**src/rtl/seg_scan_pkg.sv**
```systemverilog
// rtl/seg_scan_pkg.sv - shared glyph table, FSM state type and nibble width for seg_scan_reader
package seg_scan_pkg;

   localparam int NIBBLE_W = 4;

   // Active-low segment patterns (bit 0 = a ... bit 6 = g), indexed by hex value
   localparam logic [6:0] GLYPH [16] = '{
      7'h40, 7'h79, 7'h24, 7'h30, 7'h19, 7'h12, 7'h02, 7'h78,
      7'h00, 7'h18, 7'h08, 7'h03, 7'h46, 7'h21, 7'h06, 7'h0E
   };

   typedef enum logic {SCAN, HOLD} state_t;

endpackage

```
**src/rtl/seg_glyph_decode.sv**
```systemverilog
// rtl/seg_glyph_decode.sv - combinational active-low 7-segment pattern to hex nibble lookup
//   pattern : segment pattern a..g on bits 0..6, active-low
//   nibble  : decoded hex value, 0 when the pattern is not a glyph
//   err     : set when the pattern matches no glyph
module seg_glyph_decode
   import seg_scan_pkg::*;
(
   input  logic [6:0]          pattern,
   output logic [NIBBLE_W-1:0] nibble,
   output logic                err
);

   always_comb begin
      nibble = '0;
      err    = 1'b1;
      for (int k = 0; k < 16; k++) begin
         if (pattern == GLYPH[k]) begin
            nibble = NIBBLE_W'(k);
            err    = 1'b0;
         end
      end
   end

endmodule

```
**src/rtl/seg_scan_reader.sv**
```systemverilog
// rtl/seg_scan_reader.sv - recovers hex digits from a multiplexed active-low 7-segment bus into frames
//   Clock, Reset : single clock, synchronous active-high reset
//   seg_n        : segments a..g, active-low, asynchronous
//   dig_sel_n    : digit enables, active-low one-hot, asynchronous
//   out_data     : frame, digit i at [4i+3:4i]
//   out_err      : per-digit illegal-glyph flags
//   out_valid    : frame available, out_ready : consumer accepts
//   overrun      : sticky, a completed frame was dropped
//   SEG_SCAN_DP_EN : adds dp_n input and out_dp per-digit decimal-point output
module seg_scan_reader
   import seg_scan_pkg::*;
#(
   parameter int NUM_DIGITS    = 4,
   parameter int SETTLE_CYCLES = 3
)(
   input  logic                           Clock,
   input  logic                           Reset,
   input  logic [6:0]                     seg_n,
   input  logic [NUM_DIGITS-1:0]          dig_sel_n,
`ifdef SEG_SCAN_DP_EN
   input  logic                           dp_n,
   output logic [NUM_DIGITS-1:0]          out_dp,
`endif
   output logic [NUM_DIGITS*NIBBLE_W-1:0] out_data,
   output logic [NUM_DIGITS-1:0]          out_err,
   output logic                           out_valid,
   input  logic                           out_ready,
   output logic                           overrun
);

   localparam logic [7:0] SETTLE = 8'(SETTLE_CYCLES);

`ifdef SEG_SCAN_DP_EN
   localparam int PW = 8;
   logic [PW-1:0] pat_raw;
   assign pat_raw = {dp_n, seg_n};
   logic [NUM_DIGITS-1:0] frame_dp;
`else
   localparam int PW = 7;
   logic [PW-1:0] pat_raw;
   assign pat_raw = seg_n;
`endif

   logic [PW-1:0]                  pat_s1, pat_s2, pat_p;
   logic [NUM_DIGITS-1:0]          sel_s1, sel_s2, sel_p, sel_hot;
   logic                           sel_valid, changed, capture, frame_full;
   logic [7:0]                     cnt, cnt_next;
   state_t                         state, state_next;
   logic [NIBBLE_W-1:0]            nib;
   logic                           nib_err;
   logic [NUM_DIGITS-1:0]          mask, mask_next, frame_err;
   logic [NUM_DIGITS*NIBBLE_W-1:0] frame_data;

   // Two-flop synchronizers plus a third stage holding the previous synchronized value
   always_ff @(posedge Clock) begin
      if (Reset) begin
         pat_s1 <= '1;
         pat_s2 <= '1;
         pat_p  <= '1;
         sel_s1 <= '1;
         sel_s2 <= '1;
         sel_p  <= '1;
      end else begin
         pat_s1 <= pat_raw;
         pat_s2 <= pat_s1;
         pat_p  <= pat_s2;
         sel_s1 <= dig_sel_n;
         sel_s2 <= sel_s1;
         sel_p  <= sel_s2;
      end
   end

   assign sel_hot   = ~sel_s2;
   assign sel_valid = (sel_hot != '0) && ((sel_hot & (sel_hot - NUM_DIGITS'(1))) == '0);
   assign changed   = (pat_s2 != pat_p) || (sel_s2 != sel_p);

   always_comb begin
      cnt_next = cnt;
      if (!sel_valid || changed) begin
         cnt_next = '0;
      end else if (cnt != SETTLE) begin
         cnt_next = cnt + 8'd1;
      end
   end

   seg_glyph_decode u_decode (
      .pattern (pat_s2[6:0]),
      .nibble  (nib),
      .err     (nib_err)
   );

   always_ff @(posedge Clock) begin
      if (Reset) begin
         state <= SCAN;
         cnt   <= '0;
      end else begin
         state <= state_next;
         cnt   <= cnt_next;
      end
   end

   // Capture on the same edge the counter reaches SETTLE so pin-to-capture is sync + SETTLE + 1
   always_comb begin
      state_next = state;
      capture    = 1'b0;
      case (state)
         SCAN: begin
            if (sel_valid && !changed && cnt_next == SETTLE) begin
               capture    = 1'b1;
               state_next = HOLD;
            end
         end
         HOLD: begin
            if (changed) state_next = SCAN;
         end
         default: state_next = SCAN;
      endcase
   end

   assign frame_full = &mask;

   always_comb begin
      mask_next = frame_full ? '0 : mask;
      for (int d = 0; d < NUM_DIGITS; d++) begin
         if (capture && sel_hot[d]) mask_next[d] = 1'b1;
      end
   end

   always_ff @(posedge Clock) begin
      if (Reset) begin
         mask       <= '0;
         frame_data <= '0;
         frame_err  <= '0;
`ifdef SEG_SCAN_DP_EN
         frame_dp   <= '0;
`endif
      end else begin
         mask <= mask_next;
         for (int d = 0; d < NUM_DIGITS; d++) begin
            if (capture && sel_hot[d]) begin
               frame_data[d*NIBBLE_W +: NIBBLE_W] <= nib;
               frame_err[d]                       <= nib_err;
`ifdef SEG_SCAN_DP_EN
               frame_dp[d]                        <= pat_s2[7];
`endif
            end
         end
      end
   end

   // A completed frame loads only if the output slot is empty or being drained this cycle
   always_ff @(posedge Clock) begin
      if (Reset) begin
         out_data  <= '0;
         out_err   <= '0;
         out_valid <= 1'b0;
         overrun   <= 1'b0;
`ifdef SEG_SCAN_DP_EN
         out_dp    <= '0;
`endif
      end else if (frame_full) begin
         if (!out_valid || out_ready) begin
            out_data  <= frame_data;
            out_err   <= frame_err;
            out_valid <= 1'b1;
`ifdef SEG_SCAN_DP_EN
            out_dp    <= frame_dp;
`endif
         end else begin
            overrun <= 1'b1;
         end
      end else if (out_valid && out_ready) begin
         out_valid <= 1'b0;
      end
   end

endmodule

```
**config.mk**
```make
export PLATFORM = sky130hd
export DESIGN_NAME = seg_scan_reader
export DESIGN_NICKNAME = d
export VERILOG_FILES = /design/src/rtl/seg_scan_pkg.sv /design/src/rtl/seg_glyph_decode.sv /design/src/rtl/seg_scan_reader.sv
export SDC_FILE = /design/constraint.sdc
export NUM_CORES = 1
export LEC_CHECK = 0
export ABC_AREA = 0
export BUFFER_PORTS_ARGS = -buffer_cell sky130_fd_sc_hd__buf_2
export CAP_MARGIN = 10
export CORE_UTILIZATION = 40
export DETAILED_ROUTE_END_ITERATION = 7
export GPL_TIMING_DRIVEN = 1
export MAX_ROUTING_LAYER = met4
export PLACE_DENSITY = 0.66
export SKIP_LAST_GASP = 1
export SLEW_MARGIN = 10
export SYNTH_ARGS = -nofsm -noshare
export SYNTH_HDL_FRONTEND = slang
export SYNTH_SLANG_ARGS = --single-unit
```
**constraint.sdc**
```tcl
create_clock -name Clock -period 3.68 [get_ports Clock]
set_clock_uncertainty 0.1 [all_clocks]
set_input_delay 0.368 -clock Clock [delete_from_list [all_inputs] [get_ports Clock]]
set_output_delay 0.368 -clock Clock [all_outputs]
set_load 0.005 [all_outputs]
```
==> results of run 1 <==
## per-layer routing
layer | part of all wire, % | track usage [%] | up-vias
li1 | - | - | 1344
met4 | 0.87 | 5.828 | 0
met1 | 49 | 17.91 | 1181
met2 | 47 | 23.56 | 32
met5 | 0 | - | -
met3 | 2.7 | 3.937 | 6
## cell usage after synthesis (8+ instances only)
cell                       count
sky130_fd_sc_hd__dfxtp_1      88
sky130_fd_sc_hd__nand2_1      48
sky130_fd_sc_hd__or2_2        38
sky130_fd_sc_hd__a21oi_1      26
sky130_fd_sc_hd__nand2b_1     26
sky130_fd_sc_hd__clkbuf_1     23
sky130_fd_sc_hd__mux2i_1      20
sky130_fd_sc_hd__xnor2_1      18
sky130_fd_sc_hd__nor2_1       16
sky130_fd_sc_hd__nor3_1        8
## layout make-up
type | instances | area, sq um
Clock buffer | 9 | 123.9
Clock inverter | 7 | 73.82
Fill cell | 860 | 4698
Inverter | 4 | 15.01
Multi-Input combinational cell | 271 | 1808
Sequential cell | 88 | 1762
Tap cell | 108 | 135.1
Timing Repair Buffer | 37 | 190.2
## final timing paths
path             start  cells past startpoint            end  slack, ps
max             cnt[0]                      7  frame_data[7]        810
min reg2reg  pat_s1[0]                      1      pat_s2[0]        310
min           seg_n[6]                      2      pat_s1[6]         80
max reg2reg     cnt[0]                      7  frame_data[7]        810
## cell families after synthesis
group           synth area share (%)
xor+xnor                       5.472
fa+ha+maj                     0.3399
compound gates                 11.18
buf+inv                        3.025
flops                          47.86
mux                            5.438
simple gates                   26.68
## worst max-delay path: cells and delay by family (launching register included)
family / cells / cell delay (ps)
adder cells (fa/ha/maj): 1 / 310
AND/OR/NAND/NOR: 4 / 1530
multiplexers: 1 / 200
flip-flops: 1 / 440
AO/OA/AOI/OAI: 1 / 230
## through the flow
stage / setup slack, ps / utilization (%) / area, sq um
2_1_floorplan: 1073 / - / 3681
3_3_place_gp: 957.9 / 44.40 / 3910
3_5_place_dp: 808.0 / 44.40 / 3910
4_1_cts: 787.9 / 46.65 / 4108
5_1_grt: 614.0 / 46.65 / 4108
6_report: 805.2 / 46.65 / 4108
## power by group
group / internal, mW / leakage, nW / switching [mW] / total (mW)
combinational: 0.0356 / 0.806 / 0.0320 / 0.0676
sequential: 0.966 / 0.715 / 0.0186 / 0.985
clock: 0.266 / 0.101 / 0.379 / 0.645
total: 1.27 / 1.62 / 0.429 / 1.70
## flip-flops by register name (all words and copies together) (netlist names), 4 cells and up
register,cells
cnt,8
frame_data,16
frame_err,4
mask,4
out_data,16
out_err,4
pat_p,7
pat_s1,7
pat_s2,7
sel_p,4
sel_s1,4
sel_s2,4
==> Flow_metrics.wiki, run 1 <==
{| class="wikitable"
! Metric !! Value
|-
| Result of the run || finished with violations
|-
| Failing checks || DRC
|-
| Port-buffer cells || 35
|-
| Post-synthesis cell type count || 50
|-
| Number of enable-type register cells in the synthesized netlist || 0
|-
| Min cycle time layout || 2875 ps
|-
| Nets@finish || 426
|-
| Final slew viol count || 0
|-
| Clock tree from TritonCTS || yes
|-
| Top-level port count || 36
|-
| Commonest non-fill, non-tap cell in the layout || sky130_fd_sc_hd__dfxtp_1
|-
| HPWL after detailed placement || approximately 4200 microns
|-
| Routed Wire Length || ~6300 microns
|-
| Total chip power || 1.697 mW
|-
| Setup TNS || 0 ps
|-
| Die Area || 9590 sq um
|-
| Clock transition at the register clock pins on the worst setup and hold paths after CTS || roughly 90 ps
|-
| Post-synthesis cell count || 388
|-
| Ratio of routed vias to standard cells || 4.891
|-
| Placement Rows || 34
|-
| Max capacitance violation total || 0
|-
| Number of buffers created by CTS || 9
|-
| Final-report hold violation count || 0
|-
| Clock Root Buffer || sky130_fd_sc_hd__clkbuf_8
|-
| Most frequent cells in the layout || sky130_fd_sc_hd__dfxtp_1 (88), sky130_fd_sc_hd__nand2_1 (48), sky130_fd_sc_hd__or2_2 (38)
|-
| Remaining global-route overflow || 0
|-
| Net Count, Synth || 403
|-
| Count of hold buffers inserted by post-cts repair || 0
|-
| Synthesized cell area || 3681 sq um
|-
| Cells taking the most area after synthesis || sky130_fd_sc_hd__dfxtp_1 (48%), sky130_fd_sc_hd__or2_2 (6.5%), sky130_fd_sc_hd__mux2i_1 (5.4%), sky130_fd_sc_hd__nand2_1 (4.9%), sky130_fd_sc_hd__nand2b_1 (4.4%)
|-
| Weighted congestion at the end of routability-driven global placement || 0.8634
|-
| Cell type of the slowest stage on the worst timing path || sky130_fd_sc_hd__or4b_4
|-
| Post-synth ARST share || 0%
|-
| Total of cells resized after clock tree synthesis || 0
|-
| Total leakage power || 1.622 nW
|-
| RSZ-0062 raised after global routing || no
|-
| Data arrival time of the worst path || 3070 ps
|-
| Gr usage total || 14.84%
|-
| Sequential-to-total area share from yosys stat || 47.86%
|-
| Fraction of layout instances using a drive strength above 1 || 25.00%
|-
| Startpoint kind of the worst setup timing path || flip-flop
|-
| Violation count after the first detailed-route iteration || 47
|-
| Post-route clock period utilization || 78.12%
|-
| Class of the most critical hold timing path || in2reg
|-
| Area added between synthesis and finish || 11.59%
|-
| Worst hold margin || 81.75 ps
|-
| Flop and latch count out of synthesis || 88
|-
| Cell-by-cell trace of the critical path || ha_1 > or4b_4 > nor4_1 > and2_1 > o211ai_4 > nor2_8 > mux2i_1
|-
| # DRC || 2
|-
| Largest net degree at the start of global routing || 53
|-
| Relative slew slack || a little over half
|-
| Number of synthesis warnings || 0
|-
| Fraction of synthesized cell area taken by the top area cell type || 47.86%
|-
| Crit path capture type || flip-flop
|-
| Area of the core || between 8000 and 9000 sq um
|-
| Dominant cell type by area after synthesis || sky130_fd_sc_hd__dfxtp_1
|-
| Synthesized area per cell || 9.487 sq um
|-
| Count of inserted antenna diode cells || 0
|-
| Drt wl/cell || 12.10 microns
|-
| Horizontal extent of the die || 97.93 microns
|-
| First-pass GRT wire length || about 11000 microns
|-
| Final non-filler cell total || 524
|-
| # setup viols final || 0
|-
| Critical path type || reg2reg
|-
| Insertion delay of the later-clocked pin in the worst-skew pair || roughly 360 ps
|-
| Required time of the worst setup path || 3870 ps
|-
| Max Freq || 347.9 MHz
|-
| Level count of the clock H-tree || 3
|-
| Ys flop type || sky130_fd_sc_hd__dfxtp_1
|-
| Number of cells in the design after placement || about 510
|-
| Number of optimization iterations in the first detailed-route pass || 8
|-
| Worst Max-Slew Pin Slew || 711.6 ps
|-
| Starting density of the core || 41.80%
|-
| Number of global-route vias before repair || 2431
|-
| Peak supply drop || 225.0 uV
|-
| Vias || 2563
|-
| Total power divided by cell area || 413.2 nW/um^2
|-
| Total setup buffers inserted after CTS || 0
|-
| Die span in y || 97.93 microns
|-
| Number of antenna violations at the first check in global routing || 0
|-
| Slowest stage delay, CP || around 520 ps
|-
| Clock Sinks || 88
|-
| Maximum buffer depth of the clock tree || 2
|-
| Remaining antenna violation count || 0
|-
| Critical Path Fanout Max || 6
|}
(Power assumes the default switching activity.)
==> run 2: changes to the inputs <==
==> constraint.sdc (replaced) <==
create_clock -name Clock -period 2.8 [get_ports Clock]
set_clock_uncertainty 0.1 [all_clocks]
set_input_delay 0.28 -clock Clock [delete_from_list [all_inputs] [get_ports Clock]]
set_output_delay 0.28 -clock Clock [all_outputs]
set_load 0.005 [all_outputs]
==> run 2 against run 1 <==
Clock power grew 55%; setup slack lost 610 ps; the flow still finishes with violations (DRC); non-clock buffer count grew 20; critical path type unchanged; total power grew 42%.
==> Flow_metrics.wiki, run 2 (synthesis gave the netlist of run 1 again) <==
{| class="wikitable"
! Metric !! Value
|-
| Endpoint of the worst setup timing path || frame_data[3] (was frame_data[7])
|-
| Relative slew slack || 51.74% (was 52.56%)
|-
| Maximum buffer depth of the clock tree || 2 (unchanged)
|-
| Vias || 2637 (was 2563)
|-
| Starting density of the core || 41.80% (unchanged)
|-
| Remaining antenna violation count || 0 (unchanged)
|-
| Die span in y || 97.93 microns (unchanged)
|-
| Sequential Area || 1762 sq um (unchanged)
|-
| # DRC || 2 (unchanged)
|-
| Top-level port count || 36 (unchanged)
|-
| Startpoint kind of the worst setup timing path || flip-flop (unchanged)
|-
| Commonest non-fill, non-tap cell in the layout || sky130_fd_sc_hd__dfxtp_1 (unchanged)
|-
| Largest net degree at the start of global routing || 34 (was 53)
|-
| Ratio of routed vias to standard cells || 4.847 (was 4.891)
|-
| Final slew viol count || 0 (unchanged)
|-
| Gr usage total || 15.15% (was 14.84%)
|-
| Multi-input logic area || 1808 sq um (unchanged)
|-
| First element of the critical path || cnt[0] (unchanged)
|-
| Nets@finish || 446 (was 426)
|-
| Crit path capture type || flip-flop (unchanged)
|-
| Endpoint of the worst-slack reg-to-reg timing path || frame_data[3] (was frame_data[7])
|-
| Area of all placed cells without fillers || 4335 sq um (was 4108 sq um)
|-
| Area of the core || 8806 sq um (unchanged)
|-
| # setup viols final || 0 (unchanged)
|-
| Minimum setup slack in the final design || 195.2 ps (was 805.2 ps)
|-
| Critical path type || reg2reg (unchanged)
|-
| Placement-stage worst setup slack || 149.0 ps (was 808.0 ps)
|-
| Cell type of the slowest stage on the worst timing path || sky130_fd_sc_hd__or4b_4 (unchanged)
|-
| Remaining global-route overflow || 0 (unchanged)
|-
| HPWL after detailed placement || 4391 microns (was 4248 microns)
|-
| Clock Root Buffer || sky130_fd_sc_hd__clkbuf_8 (unchanged)
|-
| First-pass GRT wire length || 11210 microns (was 11130 microns)
|-
| Fraction of layout instances using a drive strength above 1 || 25.92% (was 25.00%)
|-
| Area added between synthesis and finish || 17.78% (was 11.59%)
|-
| Number of optimization iterations in the first detailed-route pass || 8 (unchanged)
|-
| Placement Rows || 34 (unchanged)
|-
| Peak supply drop || 282.9 uV (was 225.0 uV)
|-
| Cell-by-cell trace of the critical path || ha_1 > or4b_4 > o31a_1 > a2111oi_4 > o211ai_4 > buf_12 > nor2_8 > mux2i_1 (was ha_1 > or4b_4 > nor4_1 > and2_1 > o211ai_4 > nor2_8 > mux2i_1)
|-
| Total power divided by cell area || 554.2 nW/um^2 (was 413.2 nW/um^2)
|-
| Result of the run || finished with violations (unchanged)
|-
| Required time of the worst setup path || 2990 ps (was 3870 ps)
|-
| Cell area reported after detailed placement || 3970 sq um (was 3910 sq um)
|-
| Failing checks || DRC (unchanged)
|-
| Number of buffers created by CTS || 9 (unchanged)
|-
| Clock tree from TritonCTS || yes (unchanged)
|-
| Fillers || 821 (was 860)
|-
| Insertion delay of the later-clocked pin in the worst-skew pair || 360 ps (about the same)
|-
| Worst Max-Slew Pin Slew || 723.8 ps (was 711.6 ps)
|-
| Die Area || 9590 sq um (unchanged)
|-
| Number of global-route vias before repair || 2421 (was 2431)
|-
| Clock transition at the register clock pins on the worst setup and hold paths after CTS || 90 ps (about the same)
|-
| Class of the most critical hold timing path || in2reg (unchanged)
|-
| Data arrival time of the worst path || 2790 ps (was 3070 ps)
|-
| Drt wl/cell || 11.91 microns (was 12.10 microns)
|-
| Largest regs || frame_data x16, out_data x16, cnt x8 (unchanged)
|-
| Reg2reg setup slack || 200 ps (was 810 ps)
|-
| Total leakage power || 1.737 nW (was 1.622 nW)
|-
| Critical Path Fanout Max || 6 (unchanged)
|-
| Max Freq || 383.9 MHz (was 347.9 MHz)
|-
| Level count of the clock H-tree || 3 (unchanged)
|-
| Weighted congestion at the end of routability-driven global placement || 0.9028 (was 0.8634)
|-
| Max capacitance violation total || 0 (unchanged)
|-
| Slowest stage delay, CP || 480 ps (was 520 ps)
|-
| RSZ-0062 raised after global routing || no (unchanged)
|-
| Final-report hold violation count || 0 (unchanged)
|-
| Most frequent cells in the layout || sky130_fd_sc_hd__dfxtp_1 (88), sky130_fd_sc_hd__nand2_1 (48), sky130_fd_sc_hd__or2_2 (38) (unchanged)
|-
| Routed Wire Length || 6478 microns (was 6342 microns)
|-
| Number of antenna violations at the first check in global routing || 0 (unchanged)
|-
| Reg-to-reg critical path startpoint || cnt[0] (unchanged)
|-
| Count of inserted antenna diode cells || 0 (unchanged)
|-
| Post-route clock period utilization || 93.03% (was 78.12%)
|-
| Depth of the most critical reg-to-reg path || 8 (was 7)
|-
| Violation count after the first detailed-route iteration || 96 (was 47)
|-
| Clock Sinks || 88 (unchanged)
|-
| Horizontal extent of the die || 97.93 microns (unchanged)
|-
| Total chip power || 2.403 mW (was 1.697 mW)
|-
| Port-buffer cells || 35 (unchanged)
|-
| Min cycle time layout || 2605 ps (was 2875 ps)
|-
| Setup TNS || 0 ps (unchanged)
|}
==> run 2: changes by cell type in the layout (fill, tap and decap cells not counted), moves of 2 or more <==
cell / previous run / this run
sky130_fd_sc_hd__dlygate4sd3_1: 0 / 11
sky130_fd_sc_hd__buf_4: 2 / 10
sky130_fd_sc_hd__bufinv_16: 0 / 2
sky130_fd_sc_hd__clkinv_4: 3 / 1
==> run 2: final cells by class <==
type / count / share of cell area (%)
flip-flops and latches: 88 / 40.63
multi-input cells: 271 / 41.70
inverters: 4 / 0.3463
well taps: 108 / 3.117
repair buffers: 57 / 8.773
clock buffers: 10 / 3.175
clock inverters: 6 / 2.251
==> run 2: per-layer routing <==
metal	track usage, %	routed length, microns
met1	18.72	3104
met4	6.177	99
met5	-	0
met2	23.35	3051
met3	4.152	223
==> run 2: report_power, final <==
part | switching (mW) | internal (mW) | leakage (nW)
Sequential | 0.0195 | 1.27 | 0.715
Clock | 0.463 | 0.541 | 0.119
Combinational | 0.0502 | 0.0598 | 0.902
Total | 0.532 | 1.87 | 1.74
==> run 2: critical path: cells and delay by family, from the launching register on <==
kind / cells / cell delay, ps
muxes: 1 / 200
DFF: 1 / 430
AOI/OAI and AO/OA: 3 / 810
and+or+nand+nor: 2 / 620
adders and majority gates: 1 / 190
buffers and inverters: 1 / 170
==> run 2: worst min-delay path by stage <==
stage | from | to | slack [ps] | cells after the start
2_1_floorplan | seg_n[0] | pat_s1[0] | 280 | 1
6_report | out_ready | out_valid | 180 | 3
5_1_grt | out_ready | out_valid | 180 | 3
3_5_place_dp | pat_s1[6] | pat_s2[6] | 290 | 1
3_3_place_gp | pat_s1[5] | pat_s2[5] | 290 | 1
4_1_cts | out_ready | out_valid | 170 | 3
==> run 2: what timing repair did <==
| action | 4_1_cts | 5_1_grt |
|---|---|---|
| endpoints found under the setup margin | 0 | 19 |
| endpoints found under the hold margin | 11 | 0 |
| hold buffers | 11 | 0 |
| buffers inserted | 0 | 1 |
| resized for setup | 0 | 0 |
==> run 2: through the flow <==
stage | util [%] | cells | hold slack (ps)
finish | 49.23 | 544 | 183.5
global route | 49.23 | 544 | 183.9
detailed placement | 45.08 | 516 | 292.3
global placement | 45.08 | 516 | 293.3
floorplan | - | 388 | 283.8
CTS | 49.01 | 543 | 169.8
==> run 3: changes to the inputs <==
--- a/config.mk
+++ b/config.mk
@@ -8,11 +8,11 @@
 export ABC_AREA = 0
 export BUFFER_PORTS_ARGS = -buffer_cell sky130_fd_sc_hd__buf_2
 export CAP_MARGIN = 10
-export CORE_UTILIZATION = 40
+export CORE_UTILIZATION = 55
 export DETAILED_ROUTE_END_ITERATION = 7
 export GPL_TIMING_DRIVEN = 1
 export MAX_ROUTING_LAYER = met4
-export PLACE_DENSITY = 0.66
+export PLACE_DENSITY = 0.83
 export SKIP_LAST_GASP = 1
 export SLEW_MARGIN = 10
 export SYNTH_ARGS = -nofsm -noshare
==> run 3 against run 2 <==
Design area fell by 2.0%; critical path type unchanged; the run still ends with DRC left; critical path depth fell by 1; routed wire length fell by 0.74%; setup slack got worse by 50 ps; via count rose by 1.9%.
==> Flow_metrics.wiki, run 3 (synthesis gave the netlist of run 1 again) <==
{| class="wikitable"
! Metric !! Value
|-
| Result of the run || finished with violations (unchanged)
|-
| Failing checks || DRC (unchanged)
|-
| Crit path capture type || flip-flop (unchanged)
|-
| Worst hold margin || 190.9 ps (was 183.5 ps)
|-
| Clock Sinks || 88 (unchanged)
|-
| Sequential Area || 1763 sq um (was 1762 sq um)
|-
| Horizontal extent of the die || 83.81 microns (was 97.93 microns)
|-
| Clock Root Buffer || sky130_fd_sc_hd__clkbuf_8 (unchanged)
|-
| Drt wl/cell || 12.58 microns (was 11.91 microns)
|-
| Port-buffer cells || 35 (unchanged)
|-
| Starting density of the core || 57.32% (was 41.80%)
|-
| Clock tree from TritonCTS || yes (unchanged)
|-
| Area added between synthesis and finish || 15.40% (was 17.78%)
|-
| Critical Path Fanout Max || 6 (unchanged)
|-
| Final non-filler cell total || 511 (was 544)
|-
| RSZ-0062 raised after global routing || no (unchanged)
|-
| # DRC || 2 (unchanged)
|-
| Most frequent cells in the layout || sky130_fd_sc_hd__dfxtp_1 (87), sky130_fd_sc_hd__nand2_1 (48), sky130_fd_sc_hd__or2_2 (38) (was sky130_fd_sc_hd__dfxtp_1 (88), sky130_fd_sc_hd__nand2_1 (48), sky130_fd_sc_hd__or2_2 (38))
|-
| Reg-to-reg critical path startpoint || cnt[1] (was cnt[0])
|-
| Fraction of layout instances using a drive strength above 1 || 25.81% (was 25.92%)
|-
| Slowest stage delay, CP || 480 ps (about the same)
|-
| Critical path type || reg2reg (unchanged)
|-
| Relative slew slack || 52.97% (was 51.74%)
|-
| Min cycle time layout || 2655 ps (was 2605 ps)
|-
| Number of cells in the design after placement || 484 (was 516)
|-
| Number of buffers created by CTS || 9 (unchanged)
|-
| Max capacitance violation total || 0 (unchanged)
|-
| Number of antenna violations at the first check in global routing || 0 (unchanged)
|-
| Number of global-route vias before repair || 2452 (was 2421)
|-
| Cell type of the slowest stage on the worst timing path || sky130_fd_sc_hd__or4b_4 (unchanged)
|-
| Net switching power || 0.5367 mW (was 0.5325 mW)
|-
| Proportion of power drawn by flip-flops and latches || 55.7% (was 53.7%)
|-
| Fillers || 520 (was 821)
|-
| Vias || 2687 (was 2637)
|-
| Cell area reported after detailed placement || 3924 sq um (was 3970 sq um)
|-
| Largest regs || frame_data x16, out_data x16, cnt x8 (unchanged)
|-
| Total leakage power || 1.707 nW (was 1.737 nW)
|-
| Cell-by-cell trace of the critical path || ha_1 > or4b_4 > o31a_1 > a2111oi_4 > o211ai_4 > nor2_8 > mux2i_1 (was ha_1 > or4b_4 > o31a_1 > a2111oi_4 > o211ai_4 > buf_12 > nor2_8 > mux2i_1)
|-
| Routed Wire Length || 6430 microns (was 6478 microns)
|-
| Total setup buffers inserted after CTS || 0 (unchanged)
|-
| Area of the core || 6422 sq um (was 8806 sq um)
|-
| Gr usage total || 19.99% (was 15.15%)
|-
| # setup viols final || 0 (unchanged)
|-
| Weighted congestion at the end of routability-driven global placement || 0.8976 (was 0.9028)
|-
| Die span in y || 83.81 microns (was 97.93 microns)
|-
| Hold path depth || 3 (unchanged)
|-
| Peak supply drop || 409.1 uV (was 282.9 uV)
|-
| Startpoint of the worst hold path || out_ready (unchanged)
|-
| Post-route clock period utilization || 94.83% (was 93.03%)
|-
| Top-level port count || 36 (unchanged)
|-
| Startpoint kind of the worst setup timing path || flip-flop (unchanged)
|-
| Level count of the clock H-tree || 3 (unchanged)
|-
| Clock transition at the register clock pins on the worst setup and hold paths after CTS || 90 ps (about the same)
|-
| First element of the critical path || cnt[1] (was cnt[0])
|-
| Die Area || 7024 sq um (was 9590 sq um)
|-
| Remaining antenna violation count || 0 (unchanged)
|-
| Largest net degree at the start of global routing || 31 (was 34)
|-
| Comb pwr share || 4.7% (was 4.6%)
|-
| Clk pwr share || 39.6% (was 41.8%)
|-
| Final-report hold violation count || 0 (unchanged)
|-
| Worst Max-Slew Pin Slew || 705.5 ps (was 723.8 ps)
|-
| First-pass GRT wire length || 10850 microns (was 11210 microns)
|-
| Reg2reg setup slack || 140 ps (was 200 ps)
|-
| Final slew viol count || 0 (unchanged)
|-
| Placement Rows || 29 (was 34)
|-
| Max Freq || 376.6 MHz (was 383.9 MHz)
|-
| Required time of the worst setup path || 2990 ps (about the same)
|-
| Number of optimization iterations in the first detailed-route pass || 6 (was 8)
|-
| Remaining global-route overflow || 0 (unchanged)
|-
| Ratio of routed vias to standard cells || 5.258 (was 4.847)
|-
| Area of all placed cells without fillers || 4248 sq um (was 4335 sq um)
|-
| Total power divided by cell area || 545.0 nW/um^2 (was 554.2 nW/um^2)
|-
| Endpoint of the worst-slack reg-to-reg timing path || frame_data[6] (was frame_data[3])
|-
| Data arrival time of the worst path || 2850 ps (was 2790 ps)
|-
| HPWL after detailed placement || 4405 microns (was 4391 microns)
|-
| Maximum buffer depth of the clock tree || 2 (unchanged)
|-
| Endpoint of the worst hold-timing path || out_valid (unchanged)
|-
| Commonest non-fill, non-tap cell in the layout || sky130_fd_sc_hd__dfxtp_1 (unchanged)
|-
| Violation count after the first detailed-route iteration || 136 (was 96)
|-
| Insertion delay of the later-clocked pin in the worst-skew pair || 360 ps (about the same)
|-
| Class of the most critical hold timing path || in2reg (unchanged)
|-
| Count of inserted antenna diode cells || 0 (unchanged)
|-
| Nets@finish || 444 (was 446)
|-
| Fraction of power spent switching nets || 23.18% (was 22.16%)
|-
| Multi-input logic area || 1808 sq um (unchanged)
|-
| Internal power of the cells || 1.778 mW (was 1.870 mW)
|-
| Setup TNS || 0 ps (unchanged)
|-
| Depth of the most critical reg-to-reg path || 7 (was 8)
|}
-- run 3: cell types whose count changed in the layout (fill, tap and decap cells not counted), sizes merged --
cell	delta
clkinvlp	+1
inv	-1
buf	-2
clkinv	+1
bufinv	-1
-- run 3: metrics by stage --
step	worst slack, ps	util (%)	total power, mW
finish	144.7	66.14	2.315
floorplan	193.4	-	1.391
detailed placement	117.7	61.09	1.417
global placement	211.6	61.09	1.413
global route	18.39	66.14	2.389
CTS	86.72	66.12	2.332
-- run 3: worst max-delay path by stage --
stage	to	slack, ps
2_1_floorplan	frame_err[2]	190
5_1_grt	frame_err[2]	20
3_3_place_gp	frame_err[2]	210
4_1_cts	frame_data[6]	90
3_5_place_dp	frame_err[2]	120
6_report	frame_data[6]	140
-- run 3: what timing repair did --
item / in CTS / in global routing
hold endpoints to repair: 11 / 0
setup endpoints to repair: 0 / 12
resized for setup: 0 / 1
hold buffers: 11 / 0
-- run 3: power by group through the flow --
stage / logic, mW / clock network (mW) / registers (mW)
3_5_place_dp: 0.0985 / 0 / 1.32
3_3_place_gp: 0.0959 / 0 / 1.32
5_1_grt: 0.121 / 0.975 / 1.29
2_1_floorplan: 0.0812 / 0 / 1.31
6_report: 0.110 / 0.916 / 1.29
4_1_cts: 0.111 / 0.933 / 1.29
-- run 3: layout make-up --
| cell class | instances | area share (%) |
|---|---|---|
| Multi-Input combinational cell | 271 | 42.56 |
| Sequential cell | 88 | 41.50 |
| Timing Repair Buffer | 55 | 8.306 |
| Clock buffer | 10 | 3.240 |
| Tap cell | 77 | 2.268 |
| Clock inverter | 6 | 1.767 |
| Inverter | 4 | 0.3535 |
-- run 3: worst max-delay path: cells and delay by family (launching register included) --
| kind | cells | cell delay, ps |
|---|---|---|
| adder cells (fa/ha/maj) | 1 | 190 |
| AND/OR/NAND/NOR | 2 | 710 |
| AO/OA/AOI/OAI | 3 | 960 |
| flip-flops | 1 | 400 |
| multiplexers | 1 | 220 |
-- run 3: metal layers --
layer	GRT usage, %	vias up	wire (microns)
li1	-	1376	-
met1	22.39	1255	2968
met2	33.98	47	3156
met3	4.748	9	196
met4	8.777	0	108
met5	-	-	0
